[src/rtl/config_loader_pkg.sv]
// Shared FSM encoding and word-count helpers for the config chain loader.
package config_loader_pkg;

  typedef enum logic [1:0] {
    IDLE = 2'd0,
    LOAD = 2'd1,
    DONE = 2'd2
  } state_t;

  function automatic int words_needed(input int chain_len, input int word_w);
    return (chain_len + word_w - 1) / word_w;
  endfunction

  function automatic int last_word_bits(input int chain_len, input int word_w);
    return (chain_len % word_w == 0) ? word_w : chain_len % word_w;
  endfunction

endpackage

[src/rtl/config_rb_packer.sv]
// Packs bits leaving the config chain into LSB-first words with valid/ready.
module config_rb_packer #(
  parameter int WORD_W = 32
) (
  input  logic              clk,
  input  logic              rst,
  input  logic              clear,
  input  logic              shift,
  input  logic              bit_in,
  input  logic              last,
  input  logic              rb_ready,
  output logic [WORD_W-1:0] rb_data,
  output logic              rb_valid,
  output logic              stall
);

  localparam int CW = (WORD_W > 1) ? $clog2(WORD_W) : 1;

  logic [WORD_W-1:0] acc;
  logic [CW-1:0]     cnt;
  logic              complete;

  assign complete = last || (cnt == CW'(WORD_W - 1));
  // Hold the chain only if this shift would overwrite an unconsumed word
  assign stall = rb_valid && !rb_ready && complete;

  always_ff @(posedge clk or posedge rst) begin
    if (rst) begin
      acc      <= '0;
      cnt      <= '0;
      rb_data  <= '0;
      rb_valid <= 1'b0;
    end else begin
      if (rb_valid && rb_ready) rb_valid <= 1'b0;
      if (clear) begin
        acc <= '0;
        cnt <= '0;
      end else if (shift) begin
        if (complete) begin
          rb_data  <= acc | (WORD_W'(bit_in) << cnt);
          rb_valid <= 1'b1;
          acc      <= '0;
          cnt      <= '0;
        end else begin
          acc[cnt] <= bit_in;
          cnt      <= cnt + 1'b1;
        end
      end
    end
  end

endmodule

[src/rtl/config_chain_loader.sv]
// Serializes bitstream words LSB-first into the config chain with a gated shift clock.
// Readback of the old chain contents is built only with CONFIG_READBACK_EN defined.
module config_chain_loader
  import config_loader_pkg::*;
#(
  parameter int CHAIN_LEN = 64,
  parameter int WORD_W    = 32,
  parameter int CNT_W     = $clog2(CHAIN_LEN + 1)
) (
  input  logic              config_clk,
  input  logic              config_reset,
  input  logic              start,
  input  logic [WORD_W-1:0] in_data,
  input  logic              in_valid,
  output logic              in_ready,
  output logic              chain_in,
  output logic              chain_clk_en,
  input  logic              chain_out,
  output logic              busy,
  output logic              done,
  output logic [WORD_W-1:0] rb_data,
  output logic              rb_valid,
  input  logic              rb_ready
);

  localparam int WORDS     = words_needed(CHAIN_LEN, WORD_W);
  localparam int LAST_BITS = last_word_bits(CHAIN_LEN, WORD_W);
  localparam int BUF_W     = $clog2(WORD_W + 1);
  localparam int WL_W      = $clog2(WORDS + 1);

  localparam logic [BUF_W-1:0] FULL_CNT = BUF_W'(WORD_W);
  localparam logic [BUF_W-1:0] LAST_CNT = BUF_W'(LAST_BITS);
  localparam logic [WL_W-1:0]  WL_INIT  = WL_W'(WORDS);
  localparam logic [CNT_W-1:0] LAST_IDX = CNT_W'(CHAIN_LEN - 1);

  state_t            state;
  logic [WORD_W-1:0] sreg;
  logic [BUF_W-1:0]  buf_cnt;
  logic [CNT_W-1:0]  bit_cnt;
  logic [WL_W-1:0]   words_left;
  logic              shift;
  logic              take;
  logic              last_pos;
  logic              last_shift;
  logic              rb_stall;

  assign shift = (state == LOAD) && (buf_cnt != '0) && !rb_stall;
  // Refill may overlap the final bit of the current word
  assign in_ready = (state == LOAD) && (words_left != '0) &&
                    (buf_cnt == '0 || (buf_cnt == BUF_W'(1) && shift));
  assign take         = in_valid && in_ready;
  assign chain_clk_en = shift;
  assign chain_in     = sreg[0];
  assign last_pos     = (bit_cnt == LAST_IDX);
  assign last_shift   = shift && last_pos;

  always_ff @(posedge config_clk or posedge config_reset) begin
    if (config_reset) begin
      state      <= IDLE;
      busy       <= 1'b0;
      done       <= 1'b0;
      sreg       <= '0;
      buf_cnt    <= '0;
      bit_cnt    <= '0;
      words_left <= '0;
    end else begin
      unique case (state)
        IDLE, DONE: begin
          if (start) begin
            state      <= LOAD;
            busy       <= 1'b1;
            done       <= 1'b0;
            bit_cnt    <= '0;
            buf_cnt    <= '0;
            words_left <= WL_INIT;
          end
        end
        LOAD: begin
          if (last_shift) begin
            state <= DONE;
            busy  <= 1'b0;
            done  <= 1'b1;
          end
        end
        default: state <= IDLE;
      endcase
      if (shift) begin
        sreg    <= sreg >> 1;
        bit_cnt <= bit_cnt + 1'b1;
      end
      if (take) begin
        sreg       <= in_data;
        buf_cnt    <= (words_left == WL_W'(1)) ? LAST_CNT : FULL_CNT;
        words_left <= words_left - 1'b1;
      end else if (shift) begin
        buf_cnt <= buf_cnt - 1'b1;
      end
    end
  end

`ifdef CONFIG_READBACK_EN
  logic clear_rb;

  assign clear_rb = start && (state != LOAD);

  config_rb_packer #(
    .WORD_W (WORD_W)
  ) u_packer (
    .clk      (config_clk),
    .rst      (config_reset),
    .clear    (clear_rb),
    .shift    (shift),
    .bit_in   (chain_out),
    .last     (last_pos),
    .rb_ready (rb_ready),
    .rb_data  (rb_data),
    .rb_valid (rb_valid),
    .stall    (rb_stall)
  );
`else
  logic unused;

  assign rb_data  = '0;
  assign rb_valid = 1'b0;
  assign rb_stall = 1'b0;
  assign unused   = ^{chain_out, rb_ready};
`endif

endmodule

[config.mk]
export PLATFORM = sky130hd
export DESIGN_NAME = config_chain_loader
export DESIGN_NICKNAME = d
export VERILOG_FILES = /design/src/rtl/config_loader_pkg.sv /design/src/rtl/config_rb_packer.sv /design/src/rtl/config_chain_loader.sv
export SDC_FILE = /design/constraint.sdc
export NUM_CORES = 1
export LEC_CHECK = 0
export BUFFER_PORTS_ARGS = -buffer_cell sky130_fd_sc_hd__buf_2
export CORE_ASPECT_RATIO = 1.25
export CORE_UTILIZATION = 45
export CTS_BUF_LIST = sky130_fd_sc_hd__clkbuf_4
export DETAILED_ROUTE_END_ITERATION = 10
export PLACE_DENSITY_LB_ADDON = 0.12
export SLEW_MARGIN = 30
export SYNTH_ARGS = -nofsm -noshare
export SYNTH_HDL_FRONTEND = slang
export SYNTH_SLANG_ARGS = --single-unit
[constraint.sdc]
create_clock -name config_clk -period 1.85 [get_ports config_clk]
set_clock_uncertainty 0.05 [all_clocks]
set_input_delay 0.0925 -clock config_clk [delete_from_list [all_inputs] [get_ports config_clk]]
set_output_delay 0.0925 -clock config_clk [all_outputs]
set_load 0.03 [all_outputs]
Word level (Yosys, flattened, before mapping):

Index checks and enable logic that the tools add are counted.

* word-level logic and storage cells: 62
* bits of input ports: 38
* register bits: 51
* output and inout bits: 38

* muxes and demuxes: 21
* reduce and logical (&&, ||, !) cells: 25
* $add $sub $neg: 3
* eq/ne operators: 6

Operators with widths (count)
* two-way mux 32 bit: 2
* two-way mux 6 bit: 4
* two-way mux 7 bit: 3
* nonzero test 2 bit: 7
* two-way mux 2 bit: 5
* AND reduction 2 bit: 4
* adder 7 x 1 -> 7 bit, second input constant: 1
* == test 7 x 6 -> 1 bit, second input constant: 1
* == test 6 x 1 -> 1 bit, second input constant: 1
* logical AND 1 bit: 6
* zero test 6 bit: 1
* nonzero test 3 bit: 2
* nonzero test 6 bit: 1
* subtractor 6 x 1 -> 6 bit, second input constant: 1
* two-way mux 1 bit: 4
* inequality test 2 bit, second input constant: 2
* one-hot mux 1 bit (2 select lines): 2
* one-hot mux 2 bit (2 select lines): 1
* AND reduction 3 bit: 1
* == test 2 x 1 -> 1 bit, second input constant: 1
* == test 2 bit, second input constant: 1
* zero test 2 bit: 1
* OR reduction 2 bit: 1
* subtractor 2 x 1 -> 2 bit, second input constant: 1
* logical OR 1 bit: 1

Depth between registers and ports, before layout:

* depth after elaboration: 8
* depth in mapped cells: 8
* depth with buffers taken out: 7

Worst setup path after synthesis:

OpenSTA, ideal clock, no wires.

* path type: flip-flop to flip-flop
* from: register buf_cnt[0]
* to: register busy
* path buffers: 0
* clock period less this slack: 1991 ps
* arrival: 1817 ps
* required time: 1676 ps
* cell stages (with the launch flop): 7
* setup time: 124 ps
* path slack: -141 ps
* path through: dfrtp_1 inv_1 ha_1 or3b_4 o21ai_4 or4_4 a211o_1

* cells in the longest elaborated chain, start to end: 5

Ends and longest elaborated chain
* start: declaration: line config_chain_loader.sv:38 `logic [BUF_W-1:0] buf_cnt;`
* start signal: assignment: line config_chain_loader.sv:93 `buf_cnt <= (words_left == WL_W'(1)) ? LAST_CNT : FULL_CNT;`
* start signal: assignment: line config_chain_loader.sv:96 `buf_cnt <= buf_cnt - 1'b1;`
* nonzero test 6 bit: line config_chain_loader.sv:47 `assign shift = (state == LOAD) && (buf_cnt != '0) && !rb_stall;`
* logical AND 1 bit: line config_chain_loader.sv:47
* logical AND 1 bit: line config_chain_loader.sv:55 `assign last_shift = shift && last_pos;`
* inequality test 2 bit (no source line)
* AND reduction 3 bit (no source line)
* end signal: assignment: line config_chain_loader.sv:60 `busy <= 1'b0;`
* end signal: assignment: line config_chain_loader.sv:71 `busy <= 1'b1;`
* end signal: assignment: line config_chain_loader.sv:81 `busy <= 1'b0;`
* end: declaration: line config_chain_loader.sv:19 `output logic busy,`

No other way between the ends.
A chain may end at the register's enable or synchronous reset.

Final worst setup path:

* from: register buf_cnt[1]
* to: output port chain_clk_en

* cells in the longest elaborated chain, start to end: 2

Ends and longest elaborated chain
* nonzero test 6 bit: line config_chain_loader.sv:47
* logical AND 1 bit: line config_chain_loader.sv:47
* end: declaration: line config_chain_loader.sv:17 `output logic chain_clk_en,`

No other way between the ends.

==> results_dict.tcl <==
set metrics [dict create \
    final-max-slew-violation-count 0 \
    fmax_mhz 505 \
    slowest_delay_ns 0.41 \
    cts_tree "yes" \
    syn_inst 310 \
    path_clk_slew_ns 0.14 \
    final_common_cell "a21oi_1" \
    final_layout_size_suffix_gt1_share_pct 23.7 \
    finalNonFillerCells 462 \
    core_region_area_sq_um 5780 \
    postRouteAntennaNets 0 \
    cp_common_cell "inv_2" \
    critical_path_depth 7 \
    initial_core_util_pct 46.4 \
    hold_violations 0 \
    worstSetupEndpoint "chain_clk_en" \
    drt_wl_total_microns 5840 \
    antenna_cells 0 \
    drv_cap 0 \
    violations "design-rule violations, negative setup slack" \
    reg2reg_depth 7 \
    post_drt_wl_per_cell_microns 12.6 \
    status "finished with violations" \
    die_y_microns 88.3 \
    insertion_delay_ns 0.36 \
    worstPathMaxFanout 2 \
    final_core_util_pct 60.6 \
    clockPowerShare_pct 9.4 \
    cp.arrival_ns 1.84 \
    portBuffers 40 \
    mostFrequentLayoutCells "a21oi_1 (54), dfrtp_1 (51), nand2_1 (44), buf_2 (38), dlygate4sd3_1 (34)" \
    dp_hpwl_microns 3330 \
    p_int_w 0.00309 \
    power_w 0.00525 \
    critPathRequiredTime_ns 1.71 \
    grt_pass1_vias 2158 \
    netSwitchingPower_w 0.00216 \
    p_leak_nw 1.66 \
    finalCritPeriodShare_pct 107 \
    hold_path.class "primary input to register" \
    ir_drop_mv 0.872 \
    rsz0062_at_grt "yes" \
    nets 437 \
    syn2layout_area_growth_pct 30.6 \
    clock-sinks 51 \
    grt_overflow 0 \
    cts_root_buffer "clkbuf_4" \
    io_pins 76 \
    cp_top_family "flip-flops" \
    gp_congestion 0.751 \
    cp-startpoint "buf_cnt[1]" \
    nFillCells 536 \
    drt_iter0_drc 100 \
    syn_area_sq_um 2680 \
    power_frac_seq_pct 36.9 \
    p_per_area_nw_per_um2 1500 \
    critPathKind "register to primary output" \
    timing.rr.end "busy" \
    ys_types 39 \
    setup_tns_ns -1.21 \
    multiInputGateArea_sq_um 1240 \
    synth_area_per_cell_sq_um 8.65 \
    cp-start-kind "register" \
    synth_edf_count 0 \
    pwr-share-comb_pct 53.7 \
    dp.cells 414 \
    p_sw_share_pct 41.1 \
    worst_path_max_delay_cell "dfrtp_1" \
    regToRegStartpoint "buf_cnt[1]" \
    path_buf_inv 4 \
    routed_via_density 4.98 \
    antenna_found_initial 0 \
    min_period_ns 1.98 \
    crit_chain "inv_2 -> ha_4 -> or3b_4 -> o21ai_4 -> inv_2 -> buf_8 -> buf_6" \
    routed-via-count 2303 \
    finalSetupViolCount 36 \
    ys_ff_latch 51 \
    crit_path_end_kind "primary output" \
    dieArea_sq_um 6280 \
    grt.total_usage_pct 19.1 \
    grt_pass1_wl_microns 9460 \
    ys_warn_count 0 \
    async_flop_share_pct 100 \
    cts_buffer_depth 2 \
    rrSetupSlack_ns -0.11 \
    num_rows 31 \
    cts_buffers 5 \
    drc_errors 8 \
    grt_max_degree 52 \
    dr.pass1.iters 7 \
    die_w_microns 71.1 \
    ys_seq_area_share_pct 47.6 \
    ys.flop_type "dfrtp_1" \
    setup_slack_ns -0.129 \
    htree_num_levels 2 \
    seqCellArea_sq_um 1280 \
    whs_path_depth 4 \
]
-- sequential cells by signal, summed over array words and instances, names as in the netlist --
| register | cells |
|---|---|
| sreg | 32 |
| bit_cnt | 7 |
| buf_cnt | 6 |
| state | 2 |
| words_left | 2 |
| busy | 1 |
| done | 1 |
-- per-stage QoR --
stage	setup slack, ns	instance area, sq um	hold WS [ns]
floorplan	-0.0409	2840	0.148
global placement	-0.0219	2960	0.113
detailed placement	-0.0447	2960	0.123
CTS	-0.159	3420	0.213
global route	-0.200	3500	0.246
finish	-0.129	3500	0.211
-- synthesized netlist by cell type (all sizes together) (2+ instances only) --
cell    instances  share of area (%)
a21oi          64                 12
a31oi           3               0.70
buf            45                 11
clkbuf          5               0.70
dfrtp          51                 48
ha              4                1.9
inv             8                1.1
nand2          44                6.2
nand2b          6                1.4
nand3          12                2.2
nand3b          3               0.84
nor2           32                4.5
nor3            2               0.56
o211ai          2               0.56
o21ai           9                2.1
-- final cells by class --
cell class | instances | share of cell area (%)
clock buffers | 6 | 1.29
clock inverters | 2 | 0.214
inverters | 8 | 0.857
multi-input cells | 233 | 35.4
flip-flops and latches | 51 | 36.4
well taps | 66 | 2.36
repair buffers | 96 | 23.4
-- layer usage --
layer | track usage (%) | part of all wire (%) | vias to the layer above
met5 | 0 | 0 | -
met4 | 7.45 | 1.5 | 0
met3 | 3.53 | 3.6 | 7
met2 | 35.0 | 51 | 54
met1 | 22.3 | 44 | 1088
li1 | - | - | 1154
-- power groups by stage --
stage               Combinational, W  Clock, W  Sequential, W
finish                       0.00282  0.000494        0.00194
global placement             0.00240         0        0.00193
floorplan                    0.00185         0        0.00191
global route                 0.00314  0.000559        0.00200
CTS                          0.00267  0.000524        0.00192
detailed placement           0.00244         0        0.00194
-- worst register-to-register path, cell delays in order, from the launching register on --
cell and delay (ns):
dfrtp_1 0.38, inv_2 0.06, ha_4 0.15, or3b_4 0.24, o21ai_4 0.06, buf_4 0.18
or4_4 0.45, a211o_1 0.31
-- how the worst min path moves through the flow --
stage	to	slack, ns	start
6_report	buf_cnt[5]	0.21	in_valid
5_1_grt	words_left[0]	0.25	in_valid
4_1_cts	buf_cnt[5]	0.21	in_valid
3_5_place_dp	sreg[19]	0.12	config_reset
3_3_place_gp	sreg[19]	0.11	config_reset
2_1_floorplan	sreg[31]	0.15	in_data[31]
-- cell families after synthesis --
family | share of synthesized area [%]
muxes | 0.373
adders and majority gates | 1.87
and+or+nand+nor | 18.8
other | 0.140
AOI/OAI and AO/OA | 18.0
DFF | 47.6
buffers and inverters | 13.3
-- what timing repair did --
item,CTS,global route
endpoints found under the setup margin,37,45
hold endpoints to repair,85,0
buffers inserted,4,1
hold buffers,34,0
gates resized for setup,15,6
pin swaps,3,2
cloned,0,2
Note: power is estimated with default switching activity, not from simulation.
